## config.mk

```make
export PLATFORM = sky130hd
export DESIGN_NAME = bg_sdram_sched
export DESIGN_NICKNAME = d
export VERILOG_FILES = /design/src/rtl/bg_sched_pkg.sv /design/src/rtl/bg_word_fifo.sv /design/src/rtl/bg_sdram_sched.sv
export SDC_FILE = /design/constraint.sdc
export NUM_CORES = 1
export LEC_CHECK = 0
export BUFFER_PORTS_ARGS = -buffer_cell sky130_fd_sc_hd__buf_4
export CAP_MARGIN = 20
export CORE_MARGIN = 2
export CORE_UTILIZATION = 56
export CTS_CLUSTER_SIZE = 8
export DETAILED_ROUTE_END_ITERATION = 7
export PLACE_DENSITY = 0.77
export SLEW_MARGIN = 20
export SYNTH_ARGS = -nofsm -noshare
export SYNTH_HDL_FRONTEND = slang
export SYNTH_SLANG_ARGS = --single-unit
```

## constraint.sdc

```tcl
create_clock -name clk -period 6.8 [get_ports clk]
set_input_delay 0.34 -clock clk [delete_from_list [all_inputs] [get_ports clk]]
set_output_delay 0.34 -clock clk [all_outputs]
set_load 0.02 [all_outputs]
```

## src/rtl/bg_sched_pkg.sv

```systemverilog
// Shared types and constants for the background-picture SDRAM scheduler.
package bg_sched_pkg;

    typedef enum logic [2:0] {
        IDLE,
        ISSUE_WR,
        ISSUE_RD,
        WAIT_LO,
        WAIT_HI
    } state_t;

    localparam int unsigned WAIT_LO_MAX = 2;
    localparam int unsigned WORD_W      = 16;
    localparam int unsigned BYTE_W      = 8;

    // Bits needed to index n entries (n >= 2).
    function automatic int unsigned clog2(input int unsigned n);
        int unsigned r;
        r = 0;
        while ((64'd1 << r) < 64'(n)) r = r + 1;
        return r;
    endfunction

endpackage

```

## src/rtl/bg_word_fifo.sv

```systemverilog
// Show-ahead word FIFO with synchronous flush; head is read straight from storage.
module bg_word_fifo
    import bg_sched_pkg::*;
#(
    parameter int unsigned DEPTH = 8,
    parameter int unsigned WIDTH = 16
) (
    input  logic                   clk,
    input  logic                   reset,
    input  logic                   flush,
    input  logic                   push,
    input  logic [WIDTH-1:0]       push_data,
    input  logic                   pop,
    output logic [WIDTH-1:0]       head,
    output logic [clog2(DEPTH):0]  count
);

    localparam int unsigned PTR_W = clog2(DEPTH);
    localparam int unsigned CNT_W = PTR_W + 1;

    logic [WIDTH-1:0] store [DEPTH];
    logic [PTR_W-1:0] wr_ptr;
    logic [PTR_W-1:0] rd_ptr;
    logic             do_push;
    logic             do_pop;

    assign do_pop  = pop && (count != '0);
    assign do_push = push && ((count != CNT_W'(DEPTH)) || do_pop);
    assign head    = store[rd_ptr];

    always_ff @(posedge clk) begin
        if (do_push) store[wr_ptr] <= push_data;
    end

    // Flush overrides any push or pop in the same cycle.
    always_ff @(posedge clk) begin
        if (reset || flush) begin
            wr_ptr <= '0;
            rd_ptr <= '0;
            count  <= '0;
        end else begin
            if (do_push) wr_ptr <= wr_ptr + PTR_W'(1);
            if (do_pop)  rd_ptr <= rd_ptr + PTR_W'(1);
            case ({do_push, do_pop})
                2'b10:   count <= count + CNT_W'(1);
                2'b01:   count <= count - CNT_W'(1);
                default: count <= count;
            endcase
        end
    end

endmodule

```

## src/rtl/bg_sdram_sched.sv

```systemverilog
// Shares the background SDRAM port between HPS byte downloads and display prefetch reads.
// Optional BG_UNDERFLOW_CNT_EN adds underflow_cnt, a saturating count of frames with an underflow.
module bg_sdram_sched
    import bg_sched_pkg::*;
#(
    parameter int unsigned       ADDR_W     = 25,
    parameter int unsigned       FIFO_DEPTH = 8,
    parameter logic [ADDR_W-1:0] BASE_ADDR  = '0
) (
    input  logic              clk,
    input  logic              reset,
    input  logic              dl_active,
    input  logic              dl_wr,
    input  logic [ADDR_W-1:0] dl_addr,
    input  logic [7:0]        dl_data,
    input  logic              ram_present,
    input  logic              frame_start,
    input  logic              pix_pop,
    output logic [15:0]       pix_data,
    output logic              pix_valid,
    output logic              bg_enable,
    output logic [ADDR_W-1:0] mem_addr,
    output logic [7:0]        mem_din,
    output logic              mem_we,
    output logic              mem_rd,
    input  logic [15:0]       mem_dout,
    input  logic              mem_ready,
    output logic              dl_overrun,
    output logic              underflow
`ifdef BG_UNDERFLOW_CNT_EN
    ,
    output logic [15:0]       underflow_cnt
`endif
);

    localparam int unsigned CNT_W  = clog2(FIFO_DEPTH) + 1;
    localparam int unsigned WCNT_W = clog2(WAIT_LO_MAX) + 1;

    state_t              state, state_nxt;
    logic                is_rd, is_rd_nxt;
    logic [WCNT_W-1:0]   wait_cnt, wait_cnt_nxt;
    logic                mem_we_nxt, mem_rd_nxt;
    logic [ADDR_W-1:0]   mem_addr_nxt;
    logic [BYTE_W-1:0]   mem_din_nxt;
    logic                clr_held, rd_done;

    logic                held;
    logic [ADDR_W-1:0]   h_addr;
    logic [BYTE_W-1:0]   h_data;
    logic                stale;
    logic [ADDR_W-1:0]   fetch_addr;
    logic                dl_active_q, dl_rise, dl_fall, wr_seen;
    logic                flush, rd_ok, push, uf_now;
    logic [CNT_W-1:0]    fifo_count;
    logic [WORD_W-1:0]   fifo_head;

    assign dl_rise = dl_active && !dl_active_q;
    assign dl_fall = !dl_active && dl_active_q;
    assign flush   = frame_start || dl_rise;
    assign push    = rd_done && !stale;
    assign uf_now  = pix_pop && (fifo_count == '0);
    // Only one command is ever outstanding, so nothing is in flight while IDLE.
    assign rd_ok   = bg_enable && !dl_active && (fifo_count < CNT_W'(FIFO_DEPTH));

    assign pix_valid = bg_enable && (fifo_count != '0);
    assign pix_data  = pix_valid ? fifo_head : '0;

    bg_word_fifo #(
        .DEPTH (FIFO_DEPTH),
        .WIDTH (WORD_W)
    ) u_fifo (
        .clk       (clk),
        .reset     (reset),
        .flush     (flush),
        .push      (push),
        .push_data (mem_dout),
        .pop       (pix_pop),
        .head      (fifo_head),
        .count     (fifo_count)
    );

    always_ff @(posedge clk) begin
        if (reset) begin
            state    <= IDLE;
            is_rd    <= 1'b0;
            wait_cnt <= '0;
            mem_we   <= 1'b0;
            mem_rd   <= 1'b0;
            mem_addr <= '0;
            mem_din  <= '0;
        end else begin
            state    <= state_nxt;
            is_rd    <= is_rd_nxt;
            wait_cnt <= wait_cnt_nxt;
            mem_we   <= mem_we_nxt;
            mem_rd   <= mem_rd_nxt;
            mem_addr <= mem_addr_nxt;
            mem_din  <= mem_din_nxt;
        end
    end

    // Command sequencer: strobes are registered, so they appear in the first WAIT_LO cycle.
    always_comb begin
        state_nxt    = state;
        is_rd_nxt    = is_rd;
        wait_cnt_nxt = wait_cnt;
        mem_we_nxt   = 1'b0;
        mem_rd_nxt   = 1'b0;
        mem_addr_nxt = mem_addr;
        mem_din_nxt  = mem_din;
        clr_held     = 1'b0;
        rd_done      = 1'b0;
        case (state)
            IDLE: begin
                wait_cnt_nxt = '0;
                if (held) begin
                    state_nxt = ISSUE_WR;
                    is_rd_nxt = 1'b0;
                end else if (rd_ok) begin
                    state_nxt = ISSUE_RD;
                    is_rd_nxt = 1'b1;
                end
            end
            ISSUE_WR: begin
                if (mem_ready) begin
                    mem_we_nxt   = 1'b1;
                    mem_addr_nxt = h_addr;
                    mem_din_nxt  = h_data;
                    clr_held     = 1'b1;
                    state_nxt    = WAIT_LO;
                end
            end
            ISSUE_RD: begin
                if (mem_ready) begin
                    mem_rd_nxt   = 1'b1;
                    mem_addr_nxt = fetch_addr;
                    state_nxt    = WAIT_LO;
                end
            end
            WAIT_LO: begin
                if (!mem_ready || (wait_cnt == WCNT_W'(WAIT_LO_MAX - 1))) begin
                    state_nxt = WAIT_HI;
                end else begin
                    wait_cnt_nxt = wait_cnt + WCNT_W'(1);
                end
            end
            WAIT_HI: begin
                if (mem_ready) begin
                    rd_done   = is_rd;
                    state_nxt = IDLE;
                end
            end
            default: state_nxt = IDLE;
        endcase
    end

    // Write holding register; a new strobe always wins over the held byte.
    always_ff @(posedge clk) begin
        if (reset) begin
            held       <= 1'b0;
            h_addr     <= '0;
            h_data     <= '0;
            dl_overrun <= 1'b0;
        end else begin
            if (clr_held) held <= 1'b0;
            if (dl_wr) begin
                held   <= 1'b1;
                h_addr <= dl_addr;
                h_data <= dl_data;
                if (held && !clr_held) dl_overrun <= 1'b1;
            end
        end
    end

    // A read caught by a flush still finishes on the bus but is dropped.
    always_ff @(posedge clk) begin
        if (reset) begin
            stale      <= 1'b0;
            fetch_addr <= BASE_ADDR;
        end else begin
            if (state == IDLE)        stale <= 1'b0;
            else if (flush && is_rd)  stale <= 1'b1;
            if (flush)                fetch_addr <= BASE_ADDR;
            else if (push)            fetch_addr <= fetch_addr + ADDR_W'(2);
        end
    end

    always_ff @(posedge clk) begin
        if (reset) begin
            dl_active_q <= 1'b0;
            wr_seen     <= 1'b0;
            bg_enable   <= 1'b0;
            underflow   <= 1'b0;
        end else begin
            dl_active_q <= dl_active;
            if (dl_rise)             wr_seen <= 1'b0;
            if (dl_wr && dl_active)  wr_seen <= 1'b1;
            if (dl_fall && ram_present && wr_seen) bg_enable <= 1'b1;
            if (uf_now)              underflow <= 1'b1;
        end
    end

`ifdef BG_UNDERFLOW_CNT_EN
    logic uf_frame;

    // An underflow on the frame_start cycle is charged to the frame that is ending.
    always_ff @(posedge clk) begin
        if (reset) begin
            uf_frame      <= 1'b0;
            underflow_cnt <= '0;
        end else if (frame_start) begin
            uf_frame <= 1'b0;
            if ((uf_frame || uf_now) && (underflow_cnt != 16'hFFFF))
                underflow_cnt <= underflow_cnt + 16'd1;
        end else if (uf_now) begin
            uf_frame <= 1'b1;
        end
    end
`endif

endmodule

```

==> Word level (Yosys, flattened, before mapping) <==
Memory sizes are Yosys's and may differ from the RTL's. A register that Yosys moved wholly into a read port is not among the register bits.
Index checks and enable logic that the tools add are counted.
W data, S select, Z words.
{ "op_classes": {"add_sub_neg": 6, "n_mul": 0, "div": 0, "order_cmp": 1, "n_eq_ne": 15, "shift": 0, "muxes": 27, "n_bitwise": 1, "reduce_logical": 42} }
{ "ops": {"columns": ["op", "n"], "rows": [
  ["$mux W25", 2],
  ["$pmux W25 S2", 1],
  ["$add A25 B2 Y25 const B", 1],
  ["$mux W3", 7],
  ["$mux W16", 1],
  ["$logic_and A1 B1 Y1", 14],
  ["$mux W1", 12],
  ["$pmux W3 S4", 1],
  ["$reduce_bool A2 Y1", 6],
  ["$ne A2 B2 Y1 const B", 5],
  ["$pmux W4 S2", 1],
  ["$reduce_and A2 Y1", 4],
  ["$reduce_or A2 Y1", 4],
  ["$add A3 B1 Y3 const B", 2],
  ["$eq A3 B2 Y1 const B", 2],
  ["$logic_not A1 Y1", 5],
  ["$add A4 B1 Y4 const B", 1],
  ["$eq A2 B1 Y1 const B", 2],
  ["$logic_not A4 Y1", 1],
  ["$logic_or A1 B1 Y1", 4],
  ["$lt A4 B4 Y1 const B", 1],
  ["$ne A4 B4 Y1 const B", 1],
  ["$pmux W2 S2", 1],
  ["$reduce_and A4 Y1", 1],
  ["other kinds (12)", 12]
]} }
{ "totals": {"ff_bits": 116, "latch_bits": 0, "mem_bits_rw": 128, "rom_bits": 0, "inputBits": 57, "mem_count": 1} }
{ "mem_list": {"columns": ["name", "depth", "width", "read_ports", "rd_clocked_by_memory_dff", "wr", "line_no", "rtl"], "rows": [
  ["u_fifo.store", 8, 16, 1, 1, 1, "bg_word_fifo.sv:21", "logic [WIDTH-1:0] store [DEPTH];"]
]} }

==> Logic depth before layout (Yosys ltp) <==
Gate-level depths: netlist of the first run.
{ "depth": {"depth_word": 6, "ltp_mapped": 11, "mapped_depth_nobuf": 10} }

==> Modules after synthesis <==
From an unflattened synthesis of the first run, not the netlist that was laid out.
{ "unflattened": {"cells_unflattened": 755, "hier_area_um2": 10069.7} }
{ "modules_own_cells": {"columns": ["mod", "n_inst", "cells_per_inst", "area_each_um2", "seq_area_each_um2"], "rows": [
  ["bg_word_fifo", 1, 267, 5607.9, 4103.9],
  ["bg_sdram_sched", 1, 488, 4461.8, 2102.0]
]} }

==> Worst setup path after synthesis of the first run <==
Ideal clock, no wire load.
{ "synth_timing": {"kind": "reg-to-reg", "start": "register u_fifo.count[1]", "end": "memory u_fifo.store[2][0], enable pin", "setup_ns": 0.436, "arrival_ns": 2.853, "required_ns": 6.364, "path_slack_ns": 3.510, "path_stages_with_launch": 6, "path_buffers": 1, "period_less_slack_ns": 3.290, "path_cell_list": "dfxtp_1 or3_1 clkbuf_1 o211a_1 inv_1 nor4b_1"} }
{ "synth_between": {"elab_chain_len": 6, "word_cells_on_any_way": 7} }
{ "synth_lines": {"columns": ["element", "line_no", "rtl"], "rows": [
  ["start: declaration", "bg_word_fifo.sv:15", "output logic [clog2(DEPTH):0] count"],
  ["start signal: assignment", "bg_word_fifo.sv:45", "2'b10: count <= count + CNT_W'(1);"],
  ["start signal: assignment", "bg_word_fifo.sv:46", "2'b01: count <= count - CNT_W'(1);"],
  ["start signal: assignment", "bg_word_fifo.sv:47", "default: count <= count;"],
  ["$reduce_bool A4 Y1", "bg_word_fifo.sv:27", "assign do_pop = pop && (count != '0);"],
  ["$logic_and A1 B1 Y1", "bg_word_fifo.sv:27", null],
  ["$logic_or A1 B1 Y1 (*)", "bg_word_fifo.sv:28", "assign do_push = push && ((count != CNT_W'(DEPTH)) || do_pop);"],
  ["$logic_and A1 B1 Y1 (*)", "bg_word_fifo.sv:28", null],
  ["$mux W1 (*)", "bg_word_fifo.sv:32", "if (do_push) store[wr_ptr] <= push_data;"],
  ["$mux W1 (implied by the code) (*)", "bg_word_fifo.sv:32", null],
  ["end: declaration", "bg_word_fifo.sv:21", null]
]} }
Mark *: on every way between the ends. The rest lies on a longest branch, timed or not.

==> Worst setup path in the final report of the first run <==
{ "layout_timing": {"start": "register state[2]", "end": "register u_fifo.count[2]"} }
{ "layout_between": {"elab_chain_len": 6, "word_cells_on_any_way": 8} }
{ "layout_lines": {"columns": ["element", "line_no", "rtl"], "rows": [
  ["start: declaration", "bg_sdram_sched.sv:39", "state_t state, state_nxt;"],
  ["start signal: assignment", "bg_sdram_sched.sv:92", "state <= state_nxt;"],
  ["$eq A3 B3 Y1 (*)", "bg_sdram_sched.sv:113", "case (state)"],
  ["$mux W1 (*)", "bg_sdram_sched.sv:113", null],
  ["$logic_and A1 B1 Y1 (*)", "bg_sdram_sched.sv:60", "assign push = rd_done && !stale;"],
  ["$logic_and A1 B1 Y1 (*)", "bg_word_fifo.sv:28", null],
  ["$eq A2 B1 Y1 or $eq A2 B2 Y1 (tied branches)", "bg_word_fifo.sv:44", "case ({do_push, do_pop})"],
  ["$pmux W4 S2 or $reduce_bool A2 Y1 (tied branches)", null, null]
]} }
Marks and branches as above.
A chain may end at the register's enable or synchronous reset.

==> impl_summary.txt, run 1 <==
----------------------------------------------------
[Pwr]
  Share of power burned in the clock network ... 46.0%
  Total internal power ... 0.00271 W
  Sequential share of power ... 46.9%
  Gate power share ... 7.1%
  Total chip power ... 0.00349 W
  Leakage ... 4.22 nW
  Maximum vdd drop ... 0.000266 V
  Power per cell area ... 291 nW/um^2
  Switching share of power ... 22.1%
  P_sw ... 0.000771 W

[STA]
  Tightest Pin Transition ... 1.19 ns
  Total of endpoints with negative setup slack in the final report ... 0
  Number of endpoints with negative hold slack in the final report ... 0
  Worst-case hold slack ... 0.0722 ns
  Largest clock skew in the final design ... 0.0152 ns
  Normalized max-slew margin ... 20.7%
  Pins Over Slew Limit ... 0
  Final period util ... 43.3%
  Highest achievable clock rate ... 340 MHz
  Final critical delay including setup and external delays ... 2.94 ns
  Unrepaired setup endpoints after global routing ... no
  Final TNS setup ... 0 ns

[Floorplanning]
  IO Pins ... 112
  Placement row count ... 48
  Total die area ... 18,700 sq um
  Y dimension of the die ... 137 um
  Initial cell density of the core ... 57.1%
  Width of the die ... 137 um
  Core Box Area ... 17,300 sq um

[Setup path]
  Type of the setup path with the least slack ... register to register
  Standard cell with the maximum stage delay on the critical path ... sky130_fd_sc_hd__dfxtp_1
  Buf+Inv Stages, Crit Path ... 1
  Critical path origin ... state[2]
  Worst Path Arrival ... 3.36 ns
  Worst path max stage delay ... 0.53 ns
  Sequence of cells on the critical path ... nor3b_2 -> o211a_1 -> inv_1 -> ha_1 -> xor2_1 -> ha_1 -> a21oi_1 -> xor2_1 -> or3_1 -> a21oi_1
  Worst setup EP type ... register
  Required time worst endpoint ... 7.22 ns
  Origin of the critical flop-to-flop path ... state[2]
  Gate family responsible for the most delay along the worst path ... simple AND/OR/NAND/NOR gates
  Worst-path maximum fanout ... 11
  Kind of launch point of the worst setup path ... register

[Drt]
  Drt drc ... 0
  Average detailed-routed wire length per instance ... 19.4 um
  Iter 0 DRT Violations ... 494
  Routed via count ... 6,534
  Post-Route WL ... 21.5 mm
  Via density ... 5.89
  Antenna-violating nets left ... 0
  First-pass iteration count of the detailed router ... 5

[Synthesis]
  Synthesized-area fraction occupied by xor and xnor cells ... 1.15%
  Yosys warnings ... 0
  Top cells by instance count after synthesis ... sky130_fd_sc_hd__edfxtp_1, sky130_fd_sc_hd__dfxtp_1, sky130_fd_sc_hd__nor2_1
  Compound-cell area share of the yosys netlist ... 7.11%
  Avg Synthesized Cell Area ... 13.1 sq um
  Fraction of the mapped netlist area in simple logic gates ... 10.3%
  Count of different cell masters after synthesis ... 53
  Most common cell in the netlist ... sky130_fd_sc_hd__edfxtp_1
  Mapped Cells ... 753
  Proportion of netlist area held by the largest area contributor ... 38.9%
  Synthesized flop and latch total ... 246
  Syn Nets ... 817
  Seq/Total Area, Yosys ... 62.8%
  Cell type with the highest aggregate area in the netlist ... sky130_fd_sc_hd__edfxtp_1
  Multiplexer area fraction after synthesis ... 15.1%
  Number of enable flip-flop cells after synthesis ... 128
  Synth top area cells ... sky130_fd_sc_hd__edfxtp_1, sky130_fd_sc_hd__dfxtp_1, sky130_fd_sc_hd__mux2i_1
  Ys async rst share ... 0%
  Post-synthesis share of cell area spent on full adders, half adders and majority gates ... 0.887%
  Most common flop cell mapped by yosys ... sky130_fd_sc_hd__edfxtp_1
  Main combinational cell family by area after synthesis ... multiplexers
  Synth Cell Area ... 9880 sq um

[Flow run]
  # Max-Cap Violations ... 0

[Global route]
  Maximum number of pins on one net before global-route repair ... 84
  Total track usage ... 23.3%
  Antenna violations before repair ... 0
  Global-route wire length before repair ... 33.5 mm
  Congestion Overflow GR ... 0
  Number of global-route vias before repair ... 6,550

[Cells and area]
  Layout fillers ... 1,177
  Growth of design area from synthesis to finish ... 21.1%
  Share of final-layout standard cells stronger than drive strength 1 ... 24.2%
  Antenna cells ... 0
  Post-route core utilization ... 69.1%
  Final-stage net count ... 929

[Clock tree]
  Post-cts sizing count ... 0
  CTS H-tree lvls ... 2
  Clock root cell ... sky130_fd_sc_hd__clkbuf_16
  Clock Tree Buf Depth ... 3
  Number of buffers added by the clock tree synthesis step ... 36
  Buffers inserted during post-CTS setup optimization ... 0
  Clock edge transition at the registers on the reported setup and hold paths ... 0.05 ns
  Number of sinks handled by clock tree synthesis ... 246
  Clock latency on the worst-skew pair ... 0.51 ns
  CTS tree ... yes
  # hold bufs at CTS ... 0

[Hold path]
  Critical hold path startpoint ... mem_dout[12]
  Type of the most critical hold path ... input pin to register

[Placed design]
  Quantity of I/O buffers inserted on ports ... 111
  Final weighted congestion in routability-driven placement ... 0.783
  Total half-perimeter wirelength after legalization and detailed placement ... 13.4 mm

[Outcome]
  Result of the run ... finished, final reports clean

----------------------------------------------------
[registers in the layout, indices dropped and copies added, names as in the netlist, 3 cells and up, named ones only]
name	count
fetch_addr	24
state	3
h_addr	25
mem_addr	25
u_fifo.store	128
u_fifo.rd_ptr	3
u_fifo.count	4
h_data	8
u_fifo.wr_ptr	3
mem_din	8
[logic make-up (layout without fill, tap and decap cells)]
logic type | count (synthesis) | after routing
AO/OA/AOI/OAI | 109 | 109
buffers and inverters | 64 | 195
flip-flops | 246 | 246
AND/OR/NAND/NOR | 205 | 205
adder cells (fa/ha/maj) | 7 | 7
multiplexers | 109 | 109
XOR/XNOR | 13 | 13
[final timing paths]
kind         cells past startpoint                   to  slack, ns
max reg2reg                     10      u_fifo.count[2]       3.86
max                             10      u_fifo.count[2]       3.86
min                              1  u_fifo.store[7][12]       0.07
min reg2reg                      2           mem_din[4]       0.45
[layout make-up]
class | instances | area [sq um] | area share [%]
clock buffers | 55 | 1000 | 8.39
clock inverters | 2 | 17.5 | 0.146
inverters | 13 | 48.8 | 0.408
multi-input cells | 443 | 3460 | 28.9
flip-flops and latches | 246 | 6210 | 51.9
well taps | 225 | 282 | 2.35
repair buffers | 125 | 938 | 7.85
[power by group through the flow]
stage | sequential, W | clock (W) | combinational, W
after floorplan | 0.00168 | 0 | 0.000124
after global placement | 0.00166 | 0 | 0.000241
after detailed placement | 0.00166 | 0 | 0.000248
after CTS | 0.00163 | 0.00163 | 0.000249
after global routing | 0.00164 | 0.00170 | 0.000271
final | 0.00163 | 0.00160 | 0.000247
[placed cells by master (no fill, tap or decap), types with 4 or more instances in the layout]
cell type                   Yosys  layout
sky130_fd_sc_hd__xnor2_1        7       7
sky130_fd_sc_hd__mux4_2        32      32
sky130_fd_sc_hd__nor3b_2        1       4
sky130_fd_sc_hd__mux2i_1       77      77
sky130_fd_sc_hd__nor2_1       101     101
sky130_fd_sc_hd__and4_1         5       5
sky130_fd_sc_hd__or4_1         11      11
sky130_fd_sc_hd__clkbuf_1      31      17
sky130_fd_sc_hd__nor4_1         5       4
sky130_fd_sc_hd__xor2_1         6       6
sky130_fd_sc_hd__nand3_1        8       8
sky130_fd_sc_hd__nor3_1         7       5
sky130_fd_sc_hd__buf_4          0     125
sky130_fd_sc_hd__ha_1           7       7
sky130_fd_sc_hd__or3_1          7       6
sky130_fd_sc_hd__edfxtp_1     128     128
sky130_fd_sc_hd__o21ai_0       12      12
sky130_fd_sc_hd__o31ai_1       10      10
sky130_fd_sc_hd__dfxtp_1      118     117
sky130_fd_sc_hd__a211oi_1      27      27
sky130_fd_sc_hd__clkbuf_16      0      37
sky130_fd_sc_hd__nand2_1       30      30
sky130_fd_sc_hd__a21oi_1       36      36
sky130_fd_sc_hd__inv_1         13      13
sky130_fd_sc_hd__nand4_1       10      10
[through the flow]
step,worst slack (ns),cell area [sq um],instances
2_1_floorplan,3.51,9880,753
3_3_place_gp,3.82,10900,1052
3_5_place_dp,3.93,10900,1052
4_1_cts,3.89,12000,1109
5_1_grt,3.73,12000,1109
6_report,3.86,12000,1109
[routing by layer]
metal  track usage (%)  part of all wire [%]  up-vias
met5                 0                     0        -
met4              8.59                   2.3        0
met3              5.37                   6.1       38
met2              40.4                    52      240
met1              28.4                    40     3206
li1                  -                     -     3050
Power figures use the tool's default switching activity.
==> run 2: changes to the inputs <==
- CORE_UTILIZATION: 56 -> 52
- PLACE_DENSITY: 0.77 -> 0.75
- clock period: 6.8 -> 2.7 ns (I/O delays scaled with it)
==> run 2 against run 1 <==
Effect of this change: total power rose to 2.5 times the previous value; fmax up 14%; global-route usage down 0.84 points; clock skew up 0.00094 ns; critical endpoint unchanged.
==> impl_summary.txt, run 2 (synthesis results as in run 1) <==
----------------------------------------------------
[Outcome]
  Result of the run ... finished, final reports clean

[STA]
  Total of endpoints with negative setup slack in the final report ... 0 (unchanged)
  Tightest Pin Transition ... 0.622 ns (-0.566 ns)
  Post-route worst setup slack ... 0.127 ns (-3.73 ns)
  Worst-case hold slack ... 0.183 ns (+0.111 ns)
  Pins Over Slew Limit ... 0 (unchanged)
  Highest achievable clock rate ... 389 MHz (+14%)
  Number of endpoints with negative hold slack in the final report ... 0 (unchanged)
  Final TNS setup ... 0 ns (unchanged)
  Unrepaired setup endpoints after global routing ... no
  Final critical delay including setup and external delays ... 2.57 ns (-0.370 ns)
  Largest clock skew in the final design ... 0.0161 ns (+0.000936 ns)
  Normalized max-slew margin ... 58.2% (+38 points)
  Final period util ... 95.3% (+52 points)

[Drt]
  Post-Route WL ... 22.4 mm (+4.1%)
  Routed via count ... 6,833 (+4.6%)
  Drt drc ... 0 (unchanged)
  Average detailed-routed wire length per instance ... 19.0 um (-1.8%)
  Via density ... 5.81 (-1.4%)
  First-pass iteration count of the detailed router ... 5 (unchanged)
  Iter 0 DRT Violations ... 493 (-0.20%)
  Antenna-violating nets left ... 0 (unchanged)

[Setup path]
  Type of the setup path with the least slack ... register to register
  Worst setup EP type ... register
  Standard cell with the maximum stage delay on the critical path ... sky130_fd_sc_hd__or3_4
  Required time worst endpoint ... 3.11 ns (-4.11 ns)
  Sequence of cells on the critical path ... or3_4 -> o211a_4 -> inv_1 -> ha_2 -> xor2_1 -> ha_1 -> a21oi_1 -> xor2_1 -> or3_1 -> a21oi_1
  Kind of launch point of the worst setup path ... register
  Worst Path Arrival ... 2.99 ns (-0.37 ns)
  Worst path max stage delay ... 0.45 ns (-0.08 ns)
  Worst-path maximum fanout ... 6 (-5)
  Gate family responsible for the most delay along the worst path ... simple AND/OR/NAND/NOR gates
  Buf+Inv Stages, Crit Path ... 1 (unchanged)

[Clock tree]
  Clock Tree Buf Depth ... 3 (unchanged)
  Buffers inserted during post-CTS setup optimization ... 0 (unchanged)
  Clock edge transition at the registers on the reported setup and hold paths ... 0.05 ns (about the same)
  Number of sinks handled by clock tree synthesis ... 246 (unchanged)
  Number of buffers added by the clock tree synthesis step ... 36 (unchanged)
  CTS H-tree lvls ... 2 (unchanged)
  Clock latency on the worst-skew pair ... 0.50 ns (about the same)
  Clock root cell ... sky130_fd_sc_hd__clkbuf_16
  CTS tree ... yes

[Cells and area]
  Final-stage net count ... 996 (+7.2%)
  Most common cell after layout, fill and taps aside ... sky130_fd_sc_hd__buf_4
  Cell Count, Final, Fillers Out ... 1,176 (+6.0%)
  Antenna cells ... 0 (unchanged)
  Largest register by flop count ... u_fifo.store
  Commonest non-fill, non-tap cells in the layout ... sky130_fd_sc_hd__buf_4, sky130_fd_sc_hd__edfxtp_1, sky130_fd_sc_hd__dfxtp_1
  Post-route cell area ... 12,600 sq um (+5.5%)
  Growth of design area from synthesis to finish ... 27.8%
  Number of flip-flops in the largest register ... 128 (unchanged)
  Largest regs ... u_fifo.store (128), h_addr (25), mem_addr (25)
  Share of final-layout standard cells stronger than drive strength 1 ... 23.7% (-0.54 points)

[Pwr]
  Share of power burned in the clock network ... 44.8% (-1.2 points)
  Sequential share of power ... 47.1% (+0.2 points)
  Maximum vdd drop ... 0.000433 V (+63%)
  Power per cell area ... 693 nW/um^2 (+140%)
  Total internal power ... 0.00682 W (+150%)
  Switching share of power ... 22.1% (-0.069 points)
  P_sw ... 0.00193 W (+150%)
  Leakage ... 4.49 nW (+6.4%)
  Gate power share ... 8.2% (+1.1 points)

[Global route]
  Global-route wire length before repair ... 35.8 mm (+6.8%)
  Met1 capacity usage during global routing ... 28.1% (-0.29 points)
  Maximum number of pins on one net before global-route repair ... 55 (-35%)
  Antenna violations before repair ... 0 (unchanged)
  Most Used Layer, Global Route ... met2
  Total track usage ... 22.4% (-0.84 points)
  Met3 GRT Util ... 5.43% (+0.063 points)
  Global-route track usage on met2 ... 38.7% (-1.7 points)
  Congestion Overflow GR ... 0 (unchanged)
  Number of global-route vias before repair ... 7,053 (+7.7%)

[Floorplanning]
  Width of the die ... 142 um (+3.7%)
  Total die area ... 20,100 sq um (+7.5%)
  Initial cell density of the core ... 53.0% (-4.1 points)
  IO Pins ... 112 (unchanged)
  Placement row count ... 50 (+4.2%)
  Core Box Area ... 18,600 sq um (+7.8%)
  Y dimension of the die ... 142 um (+3.7%)

[Flow run]
  # Max-Cap Violations ... 0 (unchanged)

[Hold path]
  Type of the most critical hold path ... input pin to register

[Placed design]
  Quantity of I/O buffers inserted on ports ... 111 (unchanged)
  Final weighted congestion in routability-driven placement ... 0.827 (+5.6%)
  Placed Cells ... 1,069 (+1.6%)
  Area of placed instances ... 11,000 sq um (+0.93%)
  Pre-CTS setup slack ... 0.0978 ns (-3.83 ns)
  Total half-perimeter wirelength after legalization and detailed placement ... 13.1 mm (-2.6%)

----------------------------------------------------
## run 2: final timing paths
kind                         from               to  slack (ns)  depth (start not counted)
setup reg to reg  u_fifo.count[0]  u_fifo.count[2]        0.13                         10
setup / recovery  u_fifo.count[0]  u_fifo.count[2]        0.13                         10
hold / removal              dl_wr          wr_seen        0.18                          3
hold reg to reg        mem_din[4]       mem_din[4]        0.46                          2
## run 2: worst register-to-register path: cells and delay by family, from the launching register on
| kind | cells | cell delay, ns |
|---|---|---|
| xor gates and xnor gates | 2 | 0.37 |
| DFF | 1 | 0.36 |
| and+or+nand+nor | 2 | 0.77 |
| buffers and inverters | 1 | 0.08 |
| adders and majority gates | 2 | 0.41 |
| AOI/OAI and AO/OA | 3 | 0.50 |
## run 2: metrics by stage
step           utilization, %  total power (W)
2_1_floorplan               -          0.00455
3_3_place_gp             59.2          0.00478
3_5_place_dp             59.2          0.00481
4_1_cts                  67.6          0.00880
5_1_grt                  67.7          0.00904
6_report                 67.7          0.00875
## run 2: repair_timing
| action | CTS | global route |
|---|---|---|
| gates resized for setup | 0 | 3 |
| hold endpoints to repair | 172 | 0 |
| hold buffers | 59 | 0 |
| endpoints found under the setup margin | 0 | 2 |
## run 2: final cells by class
class / instances / area [sq um]
Sequential cell: 246 / 6210
Fill cell: 1251 / 6020
Multi-Input combinational cell: 443 / 3490
Timing Repair Buffer: 192 / 1600
Clock buffer: 46 / 960
Tap cell: 234 / 293
Inverter: 13 / 48.8
Clock inverter: 2 / 17.5
## run 2: power by group through the flow
stage	Combinational (W)	Sequential, W	Clock [W]
final	0.000713	0.00412	0.00392
after floorplan	0.000313	0.00424	0
after global placement	0.000607	0.00417	0
after global routing	0.000772	0.00412	0.00414
after detailed placement	0.000630	0.00418	0
after CTS	0.000701	0.00411	0.00399
## run 2: metal layers
metal	routed length (um)	vias to the layer above
li1	-	3169
met1	9180	3375
met2	11300	244
met3	1460	45
met4	474	0
met5	0	-
